`src/rtl/scroll_sequencer.sv`:
```
// Nibble-granular 4-digit display window over a 32-bit word with debounced step/mode buttons.
// Define SCROLL_BOUNCE_EN for ping-pong window motion instead of wrap-around.

module scroll_debounce #(
  parameter int unsigned CYCLES = 500000
) (
  input  logic clk_i,
  input  logic rst_i,
  input  logic btn_i,
  output logic pulse_o
);
  localparam int unsigned CW = (CYCLES > 1) ? $clog2(CYCLES) : 1;

  logic          sync1_q, sync2_q;
  logic          level_q, level_d;
  logic          level_dly_q;
  logic          pulse_q;
  logic [CW-1:0] cnt_q, cnt_d;

  always_comb begin
    level_d = level_q;
    cnt_d   = '0;
    if (sync2_q != level_q) begin
      if (cnt_q == CW'(CYCLES - 1)) begin
        level_d = ~level_q;
      end else begin
        cnt_d = cnt_q + 1'b1;
      end
    end
  end

  always_ff @(posedge clk_i) begin
    if (rst_i) begin
      sync1_q     <= 1'b0;
      sync2_q     <= 1'b0;
      level_q     <= 1'b0;
      level_dly_q <= 1'b0;
      pulse_q     <= 1'b0;
      cnt_q       <= '0;
    end else begin
      sync1_q     <= btn_i;
      sync2_q     <= sync1_q;
      level_q     <= level_d;
      level_dly_q <= level_q;
      // registered rising-edge detect adds the final cycle of press-to-pulse latency
      pulse_q     <= level_q & ~level_dly_q;
      cnt_q       <= cnt_d;
    end
  end

  assign pulse_o = pulse_q;
endmodule

module scroll_sequencer #(
  parameter int unsigned DEBOUNCE_CYCLES = 500000,
  parameter int unsigned AUTO_PERIOD     = 50000000
) (
  input  logic        clk,
  input  logic        rst,
  input  logic [31:0] value,
  input  logic        load,
  input  logic        btn_step,
  input  logic        btn_mode,
  output logic [2:0]  scroll_pos,
  output logic [15:0] disp_word,
  output logic        auto_mode,
  output logic        paused
);
  localparam int unsigned TW = (AUTO_PERIOD > 1) ? $clog2(AUTO_PERIOD) : 1;

  typedef enum logic [1:0] {
    ST_MANUAL,
    ST_AUTO_RUN,
    ST_AUTO_PAUSE
  } state_t;

  state_t        state_q, state_d;
  logic [2:0]    pos_q, pos_d;
  logic [31:0]   value_q, value_d;
  logic [15:0]   disp_q, disp_d;
  logic [TW-1:0] tick_q, tick_d;
  logic [2:0]    adv_pos;
  logic          advance;
  logic          tick;
  logic          step_p, mode_p;
`ifdef SCROLL_BOUNCE_EN
  logic          dir_q, dir_d;
  logic          adv_dir;
`endif

  scroll_debounce #(.CYCLES(DEBOUNCE_CYCLES)) u_db_step (
    .clk_i   (clk),
    .rst_i   (rst),
    .btn_i   (btn_step),
    .pulse_o (step_p)
  );

  scroll_debounce #(.CYCLES(DEBOUNCE_CYCLES)) u_db_mode (
    .clk_i   (clk),
    .rst_i   (rst),
    .btn_i   (btn_mode),
    .pulse_o (mode_p)
  );

  // Next window position for one advance step
  always_comb begin
    adv_pos = 3'd0;
`ifdef SCROLL_BOUNCE_EN
    adv_dir = dir_q;
    if (!dir_q) begin
      if (pos_q >= 3'd4) begin
        adv_pos = 3'd3;
        adv_dir = 1'b1;
      end else begin
        adv_pos = pos_q + 3'd1;
      end
    end else begin
      if (pos_q == 3'd0) begin
        adv_pos = 3'd1;
        adv_dir = 1'b0;
      end else begin
        adv_pos = pos_q - 3'd1;
      end
    end
`else
    adv_pos = (pos_q >= 3'd4) ? 3'd0 : pos_q + 3'd1;
`endif
  end

  assign tick = (state_q == ST_AUTO_RUN) && (tick_q == TW'(AUTO_PERIOD - 1));

  always_comb begin
    state_d = state_q;
    pos_d   = pos_q;
    value_d = value_q;
    tick_d  = tick_q;
    advance = 1'b0;
`ifdef SCROLL_BOUNCE_EN
    dir_d   = dir_q;
`endif
    unique case (state_q)
      ST_MANUAL: begin
        if (mode_p) begin
          state_d = ST_AUTO_RUN;
          tick_d  = '0;
        end else if (step_p && !load) begin
          advance = 1'b1;
        end
      end
      ST_AUTO_RUN: begin
        if (tick) begin
          advance = 1'b1;
          tick_d  = '0;
        end else begin
          tick_d = tick_q + 1'b1;
        end
        if (mode_p) begin
          state_d = ST_MANUAL;
        end else if (step_p && !load) begin
          state_d = ST_AUTO_PAUSE;
        end
      end
      ST_AUTO_PAUSE: begin
        if (mode_p) begin
          state_d = ST_MANUAL;
        end else if (step_p && !load) begin
          state_d = ST_AUTO_RUN;
        end
      end
      default: state_d = ST_MANUAL;
    endcase

    if (advance) begin
      pos_d = adv_pos;
`ifdef SCROLL_BOUNCE_EN
      dir_d = adv_dir;
`endif
    end

    // load overrides any step/tick position update in the same cycle
    if (load) begin
      value_d = value;
      pos_d   = 3'd0;
      tick_d  = '0;
`ifdef SCROLL_BOUNCE_EN
      dir_d   = 1'b0;
`endif
    end
  end

  always_comb begin
    disp_d = value_q[31:16];
    case (pos_q)
      3'd0:    disp_d = value_q[31:16];
      3'd1:    disp_d = value_q[27:12];
      3'd2:    disp_d = value_q[23:8];
      3'd3:    disp_d = value_q[19:4];
      3'd4:    disp_d = value_q[15:0];
      default: disp_d = value_q[31:16];
    endcase
  end

  always_ff @(posedge clk) begin
    if (rst) begin
      state_q <= ST_MANUAL;
      pos_q   <= 3'd0;
      value_q <= '0;
      disp_q  <= '0;
      tick_q  <= '0;
`ifdef SCROLL_BOUNCE_EN
      dir_q   <= 1'b0;
`endif
    end else begin
      state_q <= state_d;
      pos_q   <= pos_d;
      value_q <= value_d;
      disp_q  <= disp_d;
      tick_q  <= tick_d;
`ifdef SCROLL_BOUNCE_EN
      dir_q   <= dir_d;
`endif
    end
  end

  assign scroll_pos = pos_q;
  assign disp_word  = disp_q;
  assign auto_mode  = (state_q == ST_AUTO_RUN) || (state_q == ST_AUTO_PAUSE);
  assign paused     = (state_q == ST_AUTO_PAUSE);
endmodule

```
`config.mk`:
```
export PLATFORM = sky130hd
export DESIGN_NAME = scroll_sequencer
export DESIGN_NICKNAME = d
export VERILOG_FILES = /design/src/rtl/scroll_sequencer.sv
export SDC_FILE = /design/constraint.sdc
export NUM_CORES = 1
export LEC_CHECK = 0
export ABC_AREA = 1
export CORE_MARGIN = 2
export CORE_UTILIZATION = 40
export CTS_CLUSTER_DIAMETER = 60
export CTS_CLUSTER_SIZE = 25
export DETAILED_ROUTE_END_ITERATION = 10
export HOLD_SLACK_MARGIN = 0.03
export SYNTH_ARGS = -nofsm -noshare
export SYNTH_HDL_FRONTEND = slang
export SYNTH_SLANG_ARGS = --single-unit
```
`constraint.sdc`:
```
create_clock -name clk -period 2.25 [get_ports clk]
set_input_delay 0.675 -clock clk [delete_from_list [all_inputs] [get_ports clk]]
set_output_delay 0.675 -clock clk [all_outputs]
set_load 0.01 [all_outputs]
```
# Word-level counts from Yosys, hierarchy flattened
# Index checks and enable logic that the tools add are counted.
# Widths: inputs -> output; s select.
# classes
eq_ne,14
addsub,4
magnitude_cmp,1
mux,15
bitwise,8
n_reduce_logical,13
# op_table
cell,n
$pmux 16 s4,1
$mux 26,2
$pmux 26 s2,1
$add 19x1->19 const B,2
$eq 19x19->1 const B,2
$add 26x1->26 const B,1
$eq 26x26->1 const B,1
$mux 2,5
$eq 3x2->1 const B,2
$not 1->1,6
$pmux 2 s3,1
$reduce_and 2->1,3
$reduce_or 3->1,2
$add 3x1->3 const B,1
$eq 3x1->1 const B,1
$eq 3x3->1 const B,1
$ge 3x3->1 const B,1
$mux 1,3
$mux 3,1
$ne 3x1->1 const B,1
$ne 3x2->1 const B,1
$reduce_and 3->1,1
$and 1x1->1,2
$eq 2x1->1 const B,1
10 further kinds,12
# totals
register_bits,127
output_inout_bits,21
input_bits,37
wordCells,72

# Logic depth before layout (Yosys ltp)
# Gate-level depths: netlist of the first run.
# logic_depth
word_depth,5
mapped_depth,12
mapped_depth_nobuf,11

# Cells and area by module
# Synthesis of the first run repeated with hierarchy kept, for this count alone.
# hier_totals
hier_cells,934
hier_area_um2,6343.6
# by_module_without_submodules
module,seq_area_each_um2,area_each_um2,cells_per_inst,n_inst
scroll_sequencer,1581.5,3991.3,582,1
scroll_debounce,480.5,1176.1,176,2

# Least setup slack after synthesis of the first run
# No wires, ideal clock.
# synth_path
kind,reg-to-reg
from,reg pos_q[0] (netlist: scroll_pos[0])
to,reg disp_q[10] (netlist: disp_word[10])
required_ps,2169
n_path_buf,2
stages_incl_launch_ff,9
arrival_time_ps,1615
synth_period_minus_slack_ps,1695
setup_ps,81
setup_slack_ps,555
cell_sequence,dfxtp_1 > ha_1 > ha_1 > clkbuf_1 > clkbuf_1 > nand2_1 > nand4_1 > nor2_1 > a211oi_2
# synth_between
elab_chain_cells,2
# synth_rtl
item,line_no,rtl
start: declaration,78,"logic [2:0] pos_q, pos_d;"
start signal: assignment,215,pos_q <= pos_d;
$eq 3x3->1 (tied with other cells),193,case (pos_q)
$pmux 16 s4 (*),193,
end signal: assignment,217,disp_q <= disp_d;
end: declaration,80,"logic [15:0] disp_q, disp_d;"
# Mark *: on every way between the ends. The rest lies on a longest branch, timed or not.
# A chain may end at the register's enable or synchronous reset.

# Worst setup path after layout of the first run
# layout_path
from,reg state_q[0]
to,out auto_mode
# layout_between
elab_chain_cells,2
# layout_rtl
item,line_no,rtl
start: declaration,77,"state_t state_q, state_d;"
start signal: assignment,214,state_q <= state_d;
$eq 2x1->1 / $eq 2x2->1 (equally long branches),227,assign auto_mode = (state_q == ST_AUTO_RUN) || (state_q == ST_AUTO_PAUSE);
$logic_or 1x1->1 (*),227,
end: declaration,66,"output logic auto_mode,"
# Marked as above.

==> results.toml, run 1 <==
[placed_design]
placed_area_um2 = 7200
place_congestion = 0.876
dp.cells = 1181
place_ws_ns = 0.111
dpl.hpwl_um = 10800
io_buffer_count = 57

[cells_and_area]
final_area_um2 = 7820
drive_gt1_frac = 0.0913
fin_nets = 1034
synthToLayoutAreaGrowth_pct = 23.2
final_common_cell = "nand2_1"
diodes = 0
finalNonFillerCells = 1213
final_cell_mix = "220 x nand2_1, 163 x nor2_1, 127 x dfxtp_1"

[logic_synthesis]
synth_compound_area_frac = 0.116
synthAdderAreaFrac = 0.0256
muxShareOfSynthArea = 0
synth_top_family_by_area = "simple AND/OR/NAND/NOR gates"
yosys_register_bits = 127
syn_area_per_cell_um2 = 6.92
syn_inst = 917
syn_area_um2 = 6350
yosysTopAreaCell = "dfxtp_1"
synth_nets = 967
ys_seq_area_frac = 0.401
synthSimpleGateAreaFrac = 0.342
synth_cell_types = 34
yosys.area_share.xor_xnor = 0.0331
synth_top_area_share = 0.401
synthTopCellsByArea = "dfxtp_1 40%, nand2_1 13%, nor2_1 9.6%, inv_1 5.7%, a21oi_1 4.0%"
synth_warnings = 0

[job]
cap_viol_max_count = 0

[power]
intPower_mw = 4.53
seqPwrFrac = 0.394
p_switching_mw = 1.52
pwr-share-clk = 0.480
vdd_drop_max_uv = 540
power_density_nw_per_um2 = 774
power_leakage_nw = 2.91
comb_power_share = 0.126
power.share.switching = 0.252

[routing]
detail_route.wl_per_cell_um = 12.3
viasPerCell = 4.82
wirelength_um = 14900
drc = 0
dr_total_vias = 5847
drtIter0Drc = 346
dr.pass1.iters = 4
antenna_left = 0

[worst_hold_path]
hold_depth = 1
hold-path-endpoint = "u_db_step.pulse_o$_SDFF_PP0_"
hp-class = "reg2reg"
hp-start = "u_db_step.level_dly_q$_SDFF_PP0_"

[critical_path]
rr_endpoint = "tick_q[18]$_SDFFE_PP0P_"
reg2reg_depth = 9
rr_startpoint = "state_q[0]$_SDFFE_PP0P_"
end_kind = "output pin"
critical-path-slowest-cell = "dfxtp_1"
cpPeakStageDelay_ns = 0.35
critical_path_arrival_ns = 1.46
worstPathMaxFanout = 3
r2r_slack_ns = 0.35
cp.required_ns = 1.57
cp-start-kind = "flip-flop"
crit_chain = "inv_1 -> ha_1 -> dlygate4sd2_1"
worst-setup-path-type = "reg2out"

[floorplan]
die_width_um = 130
num_io_pins = 58
die_y_um = 130
rows = 46
initial_utilization = 0.404
die_area_um2 = 16900
core_um2 = 15700

[cts]
post-cts-setup-buffer-count = 0
cts_made_buffers = 17
cts_root_buf = "clkbuf_16"
clk_pin_slew_worst_paths_ns = 0.06
cts_sinks = 127
clk_path_buf_depth = 2
cts_tree = "built"
cts_hold_buf = 0
clock_latency_ns = 0.42
cts-htree-levels = 4

[outcome]
status = "complete, no violations"

[grt]
met2_usage = 0.290
grt_first_pass_wirelength_um = 24800
grt_pass1_vias = 5279
overflow = 0
grt_use_met3 = 0.0447
busiest_layer = "met2"
antenna_found_initial = 0
grt.total_usage = 0.183
grt_start_max_net_pins = 36
met1_usage = 0.249

[sta]
setup-tns-final_ns = 0
max_slew.worst_pin.slew_ns = 0.466
period_share = 0.951
max_slew_margin = 0.689
clock_skew_ns = 0.00687
fmax_mhz = 467
period_needed_ns = 2.14
setup_viol = 0
slew_violations = 0
holdWs_ns = 0.382
grt_setup_unrepaired = "no"
finalHoldViolCount = 0
layout_setup_ws_ns = 0.110
## per-layer routing
layer | part of all wire | vias to the layer above
li1 | - | 3070
met4 | 0.013 | 0
met2 | 0.45 | 122
met1 | 0.49 | 2639
met5 | 0 | -
met3 | 0.047 | 16
## metrics by stage
step | util | total power, mW
after detailed placement | 0.458 | 3.21
final | 0.498 | 6.06
after floorplan | - | 2.87
after global routing | 0.498 | 6.31
after CTS | 0.498 | 6.12
after global placement | 0.458 | 3.21
## worst max path at each step
stage / end / start / slack, ns / cells past startpoint
finish: auto_mode / state_q[0]$_SDFFE_PP0P_ / 0.11 / 3
global route: auto_mode / state_q[0]$_SDFFE_PP0P_ / 0.03 / 3
CTS: auto_mode / state_q[0]$_SDFFE_PP0P_ / 0.07 / 3
detailed placement: tick_q[20]$_SDFFE_PP0P_ / rst / 0.11 / 6
global placement: tick_q[20]$_SDFFE_PP0P_ / rst / 0.13 / 6
floorplan: disp_word[10]$_SDFF_PP0_ / scroll_pos[0]$_SDFFE_PP0P_ / 0.55 / 8
## cell usage after synthesis
| library cell | instances |
|---|---|
| nand2_1 | 220 |
| nor2_1 | 163 |
| dfxtp_1 | 127 |
| inv_1 | 97 |
| a21oi_1 | 51 |
| o21ai_0 | 47 |
| nand3_1 | 41 |
| nand4_1 | 32 |
| nor3_1 | 20 |
| xor2_1 | 17 |
| a211oi_2 | 14 |
| ha_1 | 13 |
| buf_2 | 12 |
| clkbuf_1 | 11 |
| nor2_2 | 9 |
| xnor2_1 | 7 |
| nor3b_1 | 6 |
| nor3_2 | 5 |
| buf_6 | 3 |
| inv_2 | 3 |
| nand2_2 | 3 |
| or2_2 | 3 |
| a211oi_1 | 2 |
| a211oi_4 | 1 |
| and2_1 | 1 |
| buf_1 | 1 |
| buf_4 | 1 |
| nand4_2 | 1 |
| nor3_4 | 1 |
| o211ai_1 | 1 |
| o21ai_1 | 1 |
| o21ai_4 | 1 |
| o21bai_1 | 1 |
| or2_0 | 1 |
## final cells by class
cell class	count	area, µm²
fillers	1590	7890
multi-input cells	662	3290
flip-flops and latches	127	2540
repair buffers	76	723
clock buffers	21	460
inverters	100	375
well taps	216	270
clock inverters	11	163
## state kept, by name, summed over array words and instances (netlist names), 2 cells and up
| name | flops |
|---|---|
| scroll_pos | 3 |
| tick_q | 26 |
| value_q | 32 |
| u_db_step.cnt_q | 19 |
| disp_word | 16 |
| u_db_mode.cnt_q | 19 |
| state_q | 2 |
## repair_timing
action                                  CTS  global route
resized for setup                         3             0
endpoints found under the setup margin    2             0
hold endpoints to repair                  0             0
## worst max-delay path: cells and delay by family, from the launching register on
family     cells  cell delay [ns]
flops          1             0.35
fa+ha+maj      1             0.32
buf+inv        2             0.38
## power by group through the flow
stage / Sequential, mW / Combinational, mW / Clock, mW
4_1_cts: 2.38 / 0.769 / 2.97
3_5_place_dp: 2.43 / 0.778 / 0
5_1_grt: 2.39 / 0.840 / 3.08
3_3_place_gp: 2.43 / 0.780 / 0
6_report: 2.38 / 0.762 / 2.91
2_1_floorplan: 2.42 / 0.446 / 0
## logic make-up after synthesis
| group | Yosys count |
|---|---|
| and+or+nand+nor | 506 |
| buffers and inverters | 128 |
| DFF | 127 |
| AOI/OAI and AO/OA | 119 |
| xor gates and xnor gates | 24 |
| adders and majority gates | 13 |
Power figures use the tool's default switching activity.
==> run 2: changes to the inputs <==
--- a/config.mk
+++ b/config.mk
@@ -6,12 +6,13 @@
 export NUM_CORES = 1
 export LEC_CHECK = 0
 export ABC_AREA = 1
-export CORE_MARGIN = 2
+export CORE_MARGIN = 5
 export CORE_UTILIZATION = 40
 export CTS_CLUSTER_DIAMETER = 60
 export CTS_CLUSTER_SIZE = 25
 export DETAILED_ROUTE_END_ITERATION = 10
 export HOLD_SLACK_MARGIN = 0.03
+export SETUP_SLACK_MARGIN = 0.4
 export SYNTH_ARGS = -nofsm -noshare
 export SYNTH_HDL_FRONTEND = slang
 export SYNTH_SLANG_ARGS = --single-unit
==> run 2 against run 1 <==
Net effect: sequential share of layout area hardly changed; first-iteration DRC count is 3.2% higher; routed wire length is 3.4% higher; clock power is 4% lower; clock-buffer cell count is 3 lower; setup slack better by 0.29 ns; worst hold slack better by 0.0078 ns; power is 0.65% lower; final cell count hardly changed; combinational power is 10% higher; non-clock buffer count is 1 lower.
==> results.toml, run 2 (same netlist as run 1, synthesis figures left out) <==
[grt]
grt.total_usage = 0.172
met1_usage = 0.235
overflow = 0
grt_pass1_vias = 5348
grt_use_met3 = 0.0485
busiest_layer = "met2"
antenna_found_initial = 0
grt_first_pass_wirelength_um = 25700
met2_usage = 0.268
grt_start_max_net_pins = 35

[cts]
clk_path_buf_depth = 2
cts_tree = "built"
clock_latency_ns = 0.41
cts_made_buffers = 17
cts_root_buf = "clkbuf_16"
cts_sinks = 127
cts-htree-levels = 4
cts_hold_buf = 0
clk_pin_slew_worst_paths_ns = 0.06

[cells_and_area]
reg_top3 = "value_q x32, tick_q x26"
finalNonFillerCells = 1212
largest_register_ffs = 32
final_common_cell = "nand2_1"
diodes = 0
final_area_um2 = 7840
final_util = 0.499
fin_nets = 1033
drive_gt1_frac = 0.106
final_cell_mix = "220 x nand2_1, 163 x nor2_1, 121 x dfxtp_1"
largest_register = "value_q"
synthToLayoutAreaGrowth_pct = 23.6

[floorplan]
die_width_um = 136
die_area_um2 = 18500
die_y_um = 136
core_um2 = 15700
rows = 46
initial_utilization = 0.404
num_io_pins = 58

[sta]
max_slew_margin = 0.665
finalHoldViolCount = 0
period_needed_ns = 1.85
fmax_mhz = 541
max_slew.worst_pin.slew_ns = 0.502
setup-tns-final_ns = 0
slew_violations = 0
clock_skew_ns = 0.00658
grt_setup_unrepaired = "yes"
setup_viol = 0
period_share = 0.821

[routing]
dr_total_vias = 5843
antenna_left = 0
detail_route.wl_per_cell_um = 12.7
drc = 0
drtIter0Drc = 357
wirelength_um = 15400
dr.pass1.iters = 5
viasPerCell = 4.82

[critical_path]
crit_chain = "inv_2 -> ha_4 -> buf_6"
cp-start-kind = "flip-flop"
critical-path-slowest-cell = "dfxtp_2"
cp.required_ns = 1.57
end_kind = "output pin"
worst-setup-path-type = "reg2out"
worstPathMaxFanout = 3
cpPeakStageDelay_ns = 0.32
critical_path_arrival_ns = 1.17

[placed_design]
place_congestion = 0.901
dp.cells = 1176
io_buffer_count = 57
dpl.hpwl_um = 11000
placed_area_um2 = 7160

[power]
vdd_drop_max_uv = 558
power_mw = 6.02
power_leakage_nw = 2.99
power_density_nw_per_um2 = 767

[job]
cap_viol_max_count = 0

[worst_hold_path]
hp-class = "reg2reg"

[outcome]
status = "complete, no violations"
[run 2: cell types whose count changed in the layout (fill, tap and decap cells not counted), sizes merged]
cell,change
bufinv,-1
dlygate4sd2,+17
clkinvlp,+1
clkinv,+2
clkbuf,-2
inv,+1
clkdlybuf4s50,-19
[run 2: final timing paths]
path                                  end  slack (ns)  depth (start not counted)                        startpoint
min          u_db_mode.pulse_o$_SDFF_PP0_        0.39                          1  u_db_mode.level_dly_q$_SDFF_PP0_
max reg2reg       disp_word[3]$_SDFF_PP0_        0.55                          8        scroll_pos[0]$_SDFFE_PP0P_
max                             auto_mode        0.40                          3           state_q[1]$_SDFFE_PP0P_
min reg2reg  u_db_mode.pulse_o$_SDFF_PP0_        0.39                          1  u_db_mode.level_dly_q$_SDFF_PP0_
[run 2: final cells by class]
| class | instances | area [µm²] |
|---|---|---|
| clock inverter | 14 | 166 |
| inverter | 100 | 375 |
| sequential | 127 | 2550 |
| fill | 1589 | 7870 |
| tap | 216 | 270 |
| clock buffer | 18 | 439 |
| multi-input combinational | 662 | 3330 |
| timing repair buffer | 75 | 714 |
[run 2: power by group]
group	internal (mW)	leakage [nW]	switching (mW)	total, mW
combinational	0.345	1.66	0.495	0.840
sequential	2.33	1.04	0.0529	2.38
clock	1.77	0.288	1.03	2.79
total	4.44	2.99	1.57	6.02
[run 2: what timing repair did]
action | CTS | global route
gates resized for setup | 34 | 13
gates cloned | 0 | 1
endpoints found under the setup margin | 42 | 42
pin swaps | 0 | 2
buffers inserted | 2 | 1
[run 2: worst max-delay path: cells and delay by family (launching register included)]
kind / cells / cell delay (ns)
adder cells (fa/ha/maj): 1 / 0.22
buffers and inverters: 2 / 0.22
flip-flops: 1 / 0.32
[run 2: routing by layer]
layer / vias to the layer above / share of wire
met1: 2652 / 0.49
li1: 3089 / -
met5: - / 0
met4: 0 / 0.011
met2: 90 / 0.45
met3: 12 / 0.051
[run 2: per-stage QoR]
stage                     setup slack [ns]  hold WS (ns)
final                                0.403         0.390
after global routing                 0.351         0.410
after CTS                            0.284         0.391
after detailed placement             0.139         0.383
after global placement               0.154         0.376
after floorplan                      0.555         0.373
